### config.mk
export PLATFORM = sky130hd
export DESIGN_NAME = sram_bus_arbiter
export DESIGN_NICKNAME = d
export VERILOG_FILES = /design/src/rtl/sram_bus_arbiter.sv
export SDC_FILE = /design/constraint.sdc
export NUM_CORES = 1
export LEC_CHECK = 0
export ABC_AREA = 0
export CORE_MARGIN = 2
export CORE_UTILIZATION = 37
export CTS_BUF_LIST = sky130_fd_sc_hd__clkbuf_16
export DETAILED_ROUTE_END_ITERATION = 8
export PLACE_DENSITY_LB_ADDON = 0.08
export SYNTH_ARGS = -nofsm -noshare
export SYNTH_HDL_FRONTEND = slang
export SYNTH_SLANG_ARGS = --single-unit
### constraint.sdc
create_clock -name clk -period 4.38 [get_ports clk]
set_clock_uncertainty 0.15 [all_clocks]
set_input_delay 0.657 -clock clk [delete_from_list [all_inputs] [get_ports clk]]
set_output_delay 0.657 -clock clk [all_outputs]
set_load 0.01 [all_outputs]
### src/rtl/sram_bus_arbiter.sv
`timescale 1ns/1ps
// sram_bus_arbiter: merges the CPU fetch and data SRAM-style ports onto one req/ack/valid memory port.
// Latency: fetch-only with ack in the request cycle and valid one cycle later is 3 stall cycles, then 1 release cycle.
// Backpressure: request fields are held while mem_req=1 until mem_ack; the core is held through stall.
module sram_bus_arbiter #(
    parameter int         ADDR_W       = 32,
    parameter int         DATA_W       = 32,
    parameter logic [2:0] UNCACHED_SEG = 3'b101,
    parameter int         SEG_XLATE    = 1
) (
    input  logic                clk,
    input  logic                rst,
    input  logic                flush,
    input  logic                inst_req,
    input  logic [ADDR_W-1:0]   inst_addr,
    output logic [DATA_W-1:0]   inst_rdata,
    input  logic                data_ren,
    input  logic [DATA_W/8-1:0] data_wen,
    input  logic [ADDR_W-1:0]   data_addr,
    input  logic [DATA_W-1:0]   data_wdata,
    output logic [DATA_W-1:0]   data_rdata,
    output logic                stall,
    output logic                mem_req,
    output logic [ADDR_W-1:0]   mem_addr,
    output logic [DATA_W/8-1:0] mem_wen,
    output logic [DATA_W-1:0]   mem_wdata,
    output logic                mem_is_cache,
    input  logic                mem_ack,
    input  logic                mem_valid,
    input  logic [DATA_W-1:0]   mem_rdata
);

    localparam int BE_W = DATA_W / 8;

    typedef enum logic [2:0] {
        IDLE  = 3'd0,
        DREQ  = 3'd1,
        DWAIT = 3'd2,
        IREQ  = 3'd3,
        IWAIT = 3'd4,
        DRAIN = 3'd5,
        DONE  = 3'd6
    } state_t;

    state_t state;
    state_t state_nxt;

    logic data_store;
    logic data_op;
    logic any_req;
    logic ld_data;
    logic ld_inst;
    logic cap_data;
    logic cap_inst;

    // Direct-mapped kernel segment (top bits 2'b10) drops its segment bits to form the physical address.
    function automatic logic [ADDR_W-1:0] xlate(input logic [ADDR_W-1:0] va);
        logic [ADDR_W-1:0] pa;
        pa = va;
        if ((SEG_XLATE != 0) && (va[ADDR_W-1 -: 2] == 2'b10)) begin
            pa[ADDR_W-1 -: 3] = 3'b000;
        end
        return pa;
    endfunction

    // Cacheability is decided on the virtual segment, before any translation.
    function automatic logic seg_cached(input logic [ADDR_W-1:0] va);
        return (va[ADDR_W-1 -: 3] != UNCACHED_SEG);
    endfunction

    // Request decode and pipeline hold; DONE is the single release cycle for the whole instruction.
    always_comb begin
        data_store = (data_wen != '0);
        data_op    = data_ren | data_store;
        any_req    = inst_req | data_op;
        stall      = any_req & (state != DONE);
        mem_req    = (state == DREQ) || (state == IREQ);
    end

    // State register.
    always_ff @(posedge clk or posedge rst) begin
        if (rst) begin
            state <= IDLE;
        end else begin
            state <= state_nxt;
        end
    end

    // Next-state logic plus field-load and response-capture strobes.
    always_comb begin
        state_nxt = state;
        ld_data   = 1'b0;
        ld_inst   = 1'b0;
        cap_data  = 1'b0;
        cap_inst  = 1'b0;
        case (state)
            IDLE: begin
                // A flush in IDLE just holds off issue; data always goes before the fetch.
                if (!flush) begin
                    if (data_op) begin
                        state_nxt = DREQ;
                        ld_data   = 1'b1;
                    end else if (inst_req) begin
                        state_nxt = IREQ;
                        ld_inst   = 1'b1;
                    end
                end
            end
            DREQ: begin
                // Loads and stores are never cancelled, so flush is not looked at here.
                if (mem_ack) begin
                    state_nxt = DWAIT;
                end
            end
            DWAIT: begin
                if (mem_valid) begin
                    cap_data = 1'b1;
                    if (inst_req) begin
                        state_nxt = IREQ;
                        ld_inst   = 1'b1;
                    end else begin
                        state_nxt = DONE;
                    end
                end
            end
            IREQ: begin
                // Once accepted, a flushed fetch still owes a response that must be drained.
                if (mem_ack) begin
                    state_nxt = flush ? DRAIN : IWAIT;
                end else if (flush) begin
                    state_nxt = IDLE;
                end
            end
            IWAIT: begin
                if (mem_valid) begin
                    if (flush) begin
                        state_nxt = IDLE;
                    end else begin
                        cap_inst  = 1'b1;
                        state_nxt = DONE;
                    end
                end else if (flush) begin
                    state_nxt = DRAIN;
                end
            end
            DRAIN: begin
                if (mem_valid) begin
                    state_nxt = IDLE;
                end
            end
            DONE: begin
                state_nxt = IDLE;
            end
            default: begin
                state_nxt = IDLE;
            end
        endcase
    end

    // Request fields are loaded only when a request is issued, so they are frozen while mem_req is high.
    always_ff @(posedge clk or posedge rst) begin
        if (rst) begin
            mem_addr     <= '0;
            mem_wen      <= '0;
            mem_wdata    <= '0;
            mem_is_cache <= 1'b0;
        end else if (ld_data) begin
            mem_addr     <= xlate(data_addr);
            mem_wen      <= data_wen;
            mem_wdata    <= data_store ? data_wdata : '0;
            mem_is_cache <= seg_cached(data_addr);
        end else if (ld_inst) begin
            mem_addr     <= xlate(inst_addr);
            mem_wen      <= {BE_W{1'b0}};
            mem_wdata    <= '0;
            mem_is_cache <= seg_cached(inst_addr);
        end
    end

    // Read data registers hold until the next response captured for their own port.
    always_ff @(posedge clk or posedge rst) begin
        if (rst) begin
            data_rdata <= '0;
            inst_rdata <= '0;
        end else begin
            if (cap_data) begin
                data_rdata <= mem_rdata;
            end
            if (cap_inst) begin
                inst_rdata <= mem_rdata;
            end
        end
    end

endmodule

==> results.sh, run 1 <==
export IMPL_status="completed"
export IMPL_area_growth_pct=61.9
export IMPL_grt_antenna_before_repair=0
export IMPL_fp_dieH_um=127
export IMPL_grt_pass1_wl_um=24400
export IMPL_power_density_nw_per_um2=694
export IMPL_dieArea_um2=16000
export IMPL_reg2reg_slack_ns=1.84
export IMPL_relSlewSlack_pct=13.4
export IMPL_yosysUniqueCellTypes=36
export IMPL_io_buffer_count=273
export IMPL_synth_cell_area_um2=5560
export IMPL_drive_gt1_share_pct=5.87
export IMPL_syn_mean_instance_area_um2=13.3
export IMPL_clkLatencyLatePin_ns=0.42
export IMPL_die_w_um=127
export IMPL_place_congestion=0.848
export IMPL_hold_depth=1
export IMPL_r2r_end="mem_wdata[10]$_DFFE_PP0P_"
export IMPL_drt_iter0_drc=161
export IMPL_hold_buffers=0
export IMPL_synth_seq_cells=136
export IMPL_n_antenna_cell=0
export IMPL_tightest_slew_ns=1.30
export IMPL_ys_seq_area_share_pct=61.2
export IMPL_ys_warn_count=0
export IMPL_io_pins=274
export IMPL_fin_tns_setup_ns=0
export IMPL_utilization_pct=61.7
export IMPL_drv_cap=0
export IMPL_clkSinkCount=136
export IMPL_grt_start_max_net_pins=70
export IMPL_vias=4336
export IMPL_drc=0
export IMPL_post_cts_buffers=0
export IMPL_via_per_inst=4.92
export IMPL_worst_setup_path_end_kind="output port"
export IMPL_grt_pass1_vias=4697
export IMPL_numCtsBuffers=17
export IMPL_cts_max_level=4
export IMPL_synth_xor_area_share_pct=0
export IMPL_r2r_start="state[1]$_DFFE_PP0P_"
export IMPL_fin_cells=882
export IMPL_crit_type="primary input to output port"
export IMPL_ctsResizeCount=0
export IMPL_grt_use_total_pct=19.4
export IMPL_reg2reg_depth=4
export IMPL_start_util_pct=38.1
export IMPL_drv_slew=0
export IMPL_root_buffer="clkbuf_16"
export IMPL_cts_reportedPaths_clkPinSlew_ns=0.06
export IMPL_muxShareOfSynthArea_pct=18.5
export IMPL_crit_fanout=4
export IMPL_worst_ir_drop_vdd_uv=336
export IMPL_finalSetupViolations=0
export IMPL_post_place_ws_ns=0.935
export IMPL_hold_start="data_rdata[5]$_DFFE_PP0P_"
export IMPL_rows=44
export IMPL_dpl_hpwl_um=10800
export IMPL_synth_fa_ha_area_share_pct=0
export IMPL_min_path_type="flop to flop"
export IMPL_worst_setup_path_start_kind="primary input"
export IMPL_place_inst=851
export IMPL_overflow=0
export IMPL_rsz0062_at_grt="no"
export IMPL_synth_nets=556
export IMPL_cp_arrival_ns=2.65
export IMPL_synth_simple_area_share_pct=6.00
export IMPL_coreArea_um2=14600
export IMPL_hold_path_end="data_rdata[5]$_DFFE_PP0P_"
export IMPL_syn_inst=417
export IMPL_p_total_w=0.00625
export IMPL_avgRoutedWirePerCell_um=17.1
export IMPL_layout_nets=825
export IMPL_hold_viol=0
export IMPL_synth_top_family_by_area="multiplexers"
export IMPL_max_freq_mhz=289
export IMPL_wirelength_um=15100
export IMPL_cts_tree="built"
export IMPL_critPathRequiredTime_ns=3.57
export IMPL_dr_pass1_iters=4
export IMPL_cts_max_path_buffers=2
export IMPL_final_min_clock_period_ns=3.46
export IMPL_fin_ws_ns=0.924
export IMPL_period_share_pct=78.9
export IMPL_power_leakage_nw=3.98
export IMPL_synth_compound_area_share_pct=10.8
export IMPL_ant_nets=0
## Yosys cell counts
library cell	n	share of area, %
a21oi_1	37	3.3
a22o_1	36	5.7
a22oi_1	1	0.13
a31oi_1	4	0.45
and2_0	1	0.11
and2_1	3	0.34
and3_1	1	0.11
buf_1	1	0.067
buf_2	15	1.3
buf_4	5	0.67
buf_6	4	0.81
clkbuf_1	5	0.34
dfrtp_1	136	61
inv_1	4	0.27
mux2_1	64	13
mux2i_1	31	5.6
nand2_1	5	0.34
nand2b_1	3	0.34
nand3_1	2	0.18
nor2_1	36	2.4
nor2b_1	1	0.11
nor3_1	3	0.27
nor3b_1	2	0.27
nor4_4	1	0.38
nor4b_4	1	0.43
o211ai_1	1	0.13
o21a_1	1	0.13
o21ai_0	2	0.18
o21ai_1	1	0.090
o21ai_2	1	0.16
o22ai_1	2	0.22
o311ai_0	1	0.16
o31ai_1	1	0.13
or2_1	3	0.34
or3b_1	1	0.16
or4_4	1	0.20
## flip-flops by register name (all words and copies together) (netlist names)
| signal | cells |
|---|---|
| mem_wen | 4 |
| mem_wdata | 32 |
| state | 3 |
| inst_rdata | 32 |
| mem_addr | 32 |
| data_rdata | 32 |
| mem_is_cache | 1 |
## critical path: stages
cell and delay, ns:
clkdlybuf4s50_1 0.43, or4_4 0.59, or2_1 0.28, nor2_1 0.11, a31oi_1 0.05, clkdlybuf4s50_1 0.53
## cell type report
type                       count  area (um^2)
timing repair buffer         280         2800
tap                          184          230
sequential                   136         3400
inverter                       4         18.8
clock buffer                  17          425
clock inverter                14          158
fill                        1149         5580
multi-input combinational    247         1970
## metrics by stage
stage               hold slack [ns]  area, um^2
floorplan                     0.379        5570
finish                        0.332        9010
detailed placement            0.327        8420
global placement              0.318        8420
global route                  0.348        9010
CTS                           0.336        9010
## logic make-up (layout without fill, tap and decap cells)
kind of cell	after synthesis	after routing
AND/OR/NAND/NOR	64	64
AO/OA/AOI/OAI	88	88
multiplexers	95	95
flip-flops	136	136
buffers and inverters	34	315
## placed cells by master, fill, tap and decap left out, types with 2 or more instances in the layout
master             n
nor2_1            36
clkinv_2           4
a31oi_1            4
or2_1              3
clkbuf_16         17
a21oi_1           37
nand3_1            2
clkdlybuf4s50_1  273
dfrtp_1          136
clkinv_1           2
nand2_1            5
nor3_1             3
o22ai_1            2
o21ai_0            2
clkinvlp_4         4
and2_1             3
inv_1              3
nand2b_1           3
mux2_1            64
buf_4              6
mux2i_1           31
nor3b_1            2
bufinv_16          3
a22o_1            36
## how the worst max path moves through the flow
stage / startpoint / end / slack (ns) / cells past startpoint
5_1_grt: data_wen[0] / stall / 0.79 / 6
6_report: data_wen[0] / stall / 0.92 / 6
3_5_place_dp: data_wen[0] / stall / 0.93 / 6
2_1_floorplan: rst / data_rdata[0]$_DFFE_PP0P_ / 1.88 / 1
3_3_place_gp: data_wen[0] / stall / 0.94 / 6
4_1_cts: data_wen[0] / stall / 0.93 / 6
## per-layer routing
| metal | vias to the layer above | GRT usage, % | share of wire (%) |
|---|---|---|---|
| li1 | 2036 | - | - |
| met1 | 2106 | 23.5 | 41 |
| met2 | 168 | 32.2 | 49 |
| met3 | 26 | 6.62 | 7.3 |
| met4 | 0 | 7.11 | 2.3 |
| met5 | - | 0 | 0 |
## power breakdown
part	total [W]	internal (W)	leakage (nW)	switching, W
Sequential	0.00218	0.00184	1.66	0.000344
Combinational	0.00266	0.00156	2.04	0.00110
Clock	0.00141	0.000884	0.280	0.000524
Total	0.00625	0.00429	3.98	0.00197
Note: power is estimated with default switching activity, not from simulation.
==> inputs of run 2 (changes only) <==
- CORE_UTILIZATION: 37 -> 41
- clock period: 4.38 -> 3.45 ns (I/O delays scaled with it)
==> results.sh, run 2 (synthesis gave the netlist of run 1 again) <==
export IMPL_status="completed"
export IMPL_fp_dieH_um=120
export IMPL_crit_type="primary input to output port"
export IMPL_io_pins=274
export IMPL_cts_reportedPaths_clkPinSlew_ns=0.06
export IMPL_hold_buffers=0
export IMPL_cts_tree="built"
export IMPL_rows=42
export IMPL_ctsResizeCount=0
export IMPL_io_buffer_count=273
export IMPL_p_comb_share_pct=42.6
export IMPL_min_path_type="flop to flop"
export IMPL_relSlewSlack_pct=53.9
export IMPL_rsz0062_at_grt="no"
export IMPL_numCtsBuffers=17
export IMPL_power_frac_seq_pct=34.9
export IMPL_p_sw_share_pct=31.2
export IMPL_hold_viol=0
export IMPL_grt_start_max_net_pins=82
export IMPL_finalSetupViolations=0
export IMPL_layout_common_cells="273 x clkdlybuf4s50_1, 136 x dfrtp_1, 64 x mux2_1"
export IMPL_wirelength_um=14700
export IMPL_grt_pass1_vias=4531
export IMPL_grt_pass1_wl_um=23300
export IMPL_crit_fanout=4
export IMPL_critPathRequiredTime_ns=2.78
export IMPL_final_min_clock_period_ns=3.21
export IMPL_cts_max_path_buffers=2
export IMPL_start_util_pct=42.0
export IMPL_grt_use_total_pct=20.7
export IMPL_area_growth_pct=61.9
export IMPL_tightest_slew_ns=0.689
export IMPL_dpl_hpwl_um=10600
export IMPL_fin_tns_setup_ns=0
export IMPL_drt_iter0_drc=141
export IMPL_die_w_um=120
export IMPL_worst_setup_path_end_kind="output port"
export IMPL_power_leakage_nw=4.00
export IMPL_fin_ws_ns=0.238
export IMPL_drc=0
export IMPL_switching_power_w=0.00247
export IMPL_vias=4286
export IMPL_drv_slew=0
export IMPL_coreArea_um2=13200
export IMPL_worst_setup_path_start_kind="primary input"
export IMPL_post_place_ws_ns=0.263
export IMPL_cp_arrival_ns=2.54
export IMPL_power_density_nw_per_um2=879
export IMPL_final_common_cell="clkdlybuf4s50_1"
export IMPL_avgRoutedWirePerCell_um=16.8
export IMPL_max_freq_mhz=311
export IMPL_post_cts_buffers=0
export IMPL_period_share_pct=93.1
export IMPL_clkSinkCount=136
export IMPL_root_buffer="clkbuf_16"
export IMPL_clkLatencyLatePin_ns=0.41
export IMPL_dieArea_um2=14500
export IMPL_layout_nets=826
export IMPL_reg2reg_slack_ns=1.24
export IMPL_grt_antenna_before_repair=0
export IMPL_internal_power_w=0.00545
export IMPL_worst_ir_drop_vdd_uv=418
export IMPL_n_antenna_cell=0
export IMPL_p_clk_share_pct=22.5
export IMPL_drive_gt1_share_pct=5.86
export IMPL_drv_cap=0
export IMPL_via_per_inst=4.89
export IMPL_dr_pass1_iters=4
export IMPL_ant_nets=0
export IMPL_overflow=0
export IMPL_place_congestion=0.828
export IMPL_cts_max_level=4
-- run 2: changes by cell type in the layout (fill, tap and decap cells not counted) --
cell        delta
inv_1          +1
buf_4          +1
clkinv_4       +2
clkinv_1       +1
clkinvlp_4     -3
-- run 2: path summary, 6_finish.rpt --
check	from	end	depth (start not counted)
min in group asynchronous	rst	mem_addr[18]$_DFFE_PP0P_	2
min reg2reg	data_rdata[28]$_DFFE_PP0P_	data_rdata[28]$_DFFE_PP0P_	1
min	data_rdata[28]$_DFFE_PP0P_	data_rdata[28]$_DFFE_PP0P_	1
max in group asynchronous	rst	mem_wdata[8]$_DFFE_PP0P_	3
max	data_wen[0]	stall	6
max reg2reg	state[1]$_DFFE_PP0P_	mem_addr[11]$_DFFE_PP0P_	5
-- run 2: power groups by stage --
stage | clock (W) | sequential [W] | combinational, W
3_3_place_gp | 0 | 0.00275 | 0.00336
5_1_grt | 0.00191 | 0.00286 | 0.00363
2_1_floorplan | 0 | 0.00305 | 0.00129
4_1_cts | 0.00182 | 0.00277 | 0.00342
6_report | 0.00178 | 0.00276 | 0.00337
3_5_place_dp | 0 | 0.00277 | 0.00342
-- run 2: layer usage --
metal	wire length, um	GRT usage, %
met5	0	0
met4	381	8.36
met3	1140	6.79
met2	7200	34.7
met1	5950	24.6
-- run 2: per-stage QoR --
step / total power, W / cells / util [%] / instance area, um^2 / hold WS [ns]
after global routing: 0.00840 / 876 / 68.0 / 9010 / 0.350
after floorplan: 0.00434 / 417 / - / 5570 / 0.379
after detailed placement: 0.00620 / 844 / 63.6 / 8420 / 0.324
final: 0.00792 / 876 / 68.0 / 9010 / 0.331
after CTS: 0.00801 / 876 / 68.0 / 9010 / 0.337
after global placement: 0.00611 / 844 / 63.6 / 8420 / 0.316
-- run 2: layout make-up --
class	count	area (um^2)
clock inverter	15	160
inverter	4	18.8
clock buffer	17	425
fill	1031	4240
sequential	136	3400
multi-input combinational	247	1970
timing repair buffer	281	2810
tap	176	220
-- run 2: worst max-delay path: stages --
cell             delay [ns]
clkdlybuf4s50_1        0.43
or4_4                  0.58
or2_1                  0.28
nor2_1                 0.13
a31oi_1                0.06
clkdlybuf4s50_1        0.54
==> inputs of run 3 (changes only) <==
- CORE_MARGIN: 2 -> unset
==> results.sh, run 3 (synthesis gave the netlist of run 1 again) <==
export IMPL_rows=42
export IMPL_hold_depth=1
export IMPL_via_per_inst=4.97
export IMPL_overflow=0
export IMPL_vias=4361
export IMPL_crit_type="primary input to output port"
export IMPL_ant_nets=0
export IMPL_cp_common_cell="clkdlybuf4s50_1"
export IMPL_max_freq_mhz=316
export IMPL_cp_slowest_cell="or4_4"
export IMPL_place_congestion=0.856
export IMPL_seq_area_um2=3400
export IMPL_r2r_end="mem_wen[2]$_DFFE_PP0P_"
export IMPL_cts_max_level=4
export IMPL_period_share_pct=91.8
export IMPL_die_w_um=118
export IMPL_dieArea_um2=14000
export IMPL_grt_pass1_wl_um=23500
export IMPL_numCtsBuffers=17
export IMPL_grt_pass1_vias=4532
export IMPL_grt_antenna_before_repair=0
export IMPL_coreArea_um2=13200
export IMPL_layout_common_cells="273 x clkdlybuf4s50_1, 136 x dfrtp_1, 64 x mux2_1"
export IMPL_post_cts_buffers=0
export IMPL_reg2reg_slack_ns=1.29
export IMPL_n_antenna_cell=0
export IMPL_grt_start_max_net_pins=70
export IMPL_worst_ir_drop_vdd_uv=408
export IMPL_worst_setup_path_end_kind="output port"
export IMPL_power_density_nw_per_um2=889
export IMPL_area_growth_pct=62.6
export IMPL_drc=0
export IMPL_critical_path_top_delay_family="simple AND/OR/NAND/NOR gates"
export IMPL_fin_tns_setup_ns=0
export IMPL_avgRoutedWirePerCell_um=16.7
export IMPL_hold_buffers=0
export IMPL_dpl_cell_area_um2=8430
export IMPL_io_pins=274
export IMPL_layout_nets=827
export IMPL_cp_startpoint="data_wen[0]"
export IMPL_root_buffer="clkbuf_16"
export IMPL_p_total_w=0.00804
export IMPL_crit_path_end="stall"
export IMPL_min_path_type="flop to flop"
export IMPL_critical_path_cell_count=6
export IMPL_io_buffer_count=273
export IMPL_drv_cap=0
export IMPL_postLayoutCellArea_um2=9050
export IMPL_drv_slew=0
export IMPL_cp_arrival_ns=2.50
export IMPL_fin_cells=877
export IMPL_crit_fanout=4
export IMPL_path_buf_inv=2
export IMPL_tightest_slew_ns=0.858
export IMPL_worst_setup_path_start_kind="primary input"
export IMPL_wirelength_um=14600
export IMPL_ctsResizeCount=0
export IMPL_reg2reg_depth=5
export IMPL_fp_dieH_um=118
export IMPL_cts_max_path_buffers=2
export IMPL_start_util_pct=42.0
export IMPL_multi_input_area_um2=1970
export IMPL_r2r_start="state[2]$_DFFE_PP0P_"
export IMPL_cts_reportedPaths_clkPinSlew_ns=0.05
export IMPL_final_min_clock_period_ns=3.17
export IMPL_final_common_cell="clkdlybuf4s50_1"
export IMPL_dr_pass1_iters=5
export IMPL_critPathRequiredTime_ns=2.78
export IMPL_n_fill_cell=1012
export IMPL_hold_viol=0
export IMPL_finalSetupViolations=0
export IMPL_cp_cell_sequence="clkdlybuf4s50_1 -> or4_4 -> or2_1 -> nor2_1 -> a31oi_1 -> clkdlybuf4s50_1"
export IMPL_relSlewSlack_pct=42.8
export IMPL_slowest_delay_ns=0.59
export IMPL_clkLatencyLatePin_ns=0.41
export IMPL_drt_iter0_drc=141
export IMPL_drive_gt1_share_pct=5.42
export IMPL_clkSinkCount=136
export IMPL_place_inst=845
export IMPL_grt_use_total_pct=21.8
export IMPL_rsz0062_at_grt="no"
export IMPL_power_leakage_nw=4.02
export IMPL_cts_tree="built"
export IMPL_dpl_hpwl_um=10500
export IMPL_status="completed"
## run 3: worst min path at each step
stage                                       endpoint                       start  slack [ns]
after floorplan            data_rdata[0]$_DFFE_PP0P_   data_rdata[0]$_DFFE_PP0P_        0.38
after global placement     inst_rdata[7]$_DFFE_PP0P_   inst_rdata[7]$_DFFE_PP0P_        0.32
after detailed placement  data_rdata[12]$_DFFE_PP0P_  data_rdata[12]$_DFFE_PP0P_        0.32
after CTS                 data_rdata[17]$_DFFE_PP0P_  data_rdata[17]$_DFFE_PP0P_        0.34
after global routing       data_rdata[4]$_DFFE_PP0P_   data_rdata[4]$_DFFE_PP0P_        0.35
final                     data_rdata[12]$_DFFE_PP0P_  data_rdata[12]$_DFFE_PP0P_        0.33
## run 3: area by class of cell
type	count	share of cell area (%)
Tap cell	176	2.43
Inverter	4	0.207
Multi-Input combinational cell	247	21.8
Clock inverter	15	2.13
Clock buffer	17	4.70
Sequential cell	136	37.6
Timing Repair Buffer	282	31.1
## run 3: metrics by stage
stage / setup WS [ns] / hold slack, ns / utilization (%)
after global routing: 0.181 / 0.349 / 68.3
after global placement: 0.284 / 0.316 / 63.6
after detailed placement: 0.289 / 0.324 / 63.6
after CTS: 0.278 / 0.336 / 68.3
final: 0.282 / 0.329 / 68.3
after floorplan: 1.09 / 0.379 / -
## run 3: routing by layer
| metal | GRT usage (%) | part of all wire, % | up-vias |
|---|---|---|---|
| met4 | 10.4 | 2.9 | 0 |
| met3 | 6.90 | 7.2 | 27 |
| met5 | 0 | 0 | - |
| met1 | 26.4 | 41 | 2112 |
| met2 | 35.5 | 49 | 177 |
| li1 | - | - | 2045 |
## run 3: power by group
group | total (W) | internal (W) | switching [W]
sequential | 0.00275 | 0.00233 | 0.000422
combinational | 0.00340 | 0.00200 | 0.00140
clock | 0.00189 | 0.00126 | 0.000632
## run 3: worst reg2reg max path, cell delays in order (launching register included)
cell and delay, ns:
dfrtp_1 0.54, nor4_4 0.57, o21ai_4 0.12, and2_1 0.18
buf_4 0.24, a22o_1 0.24
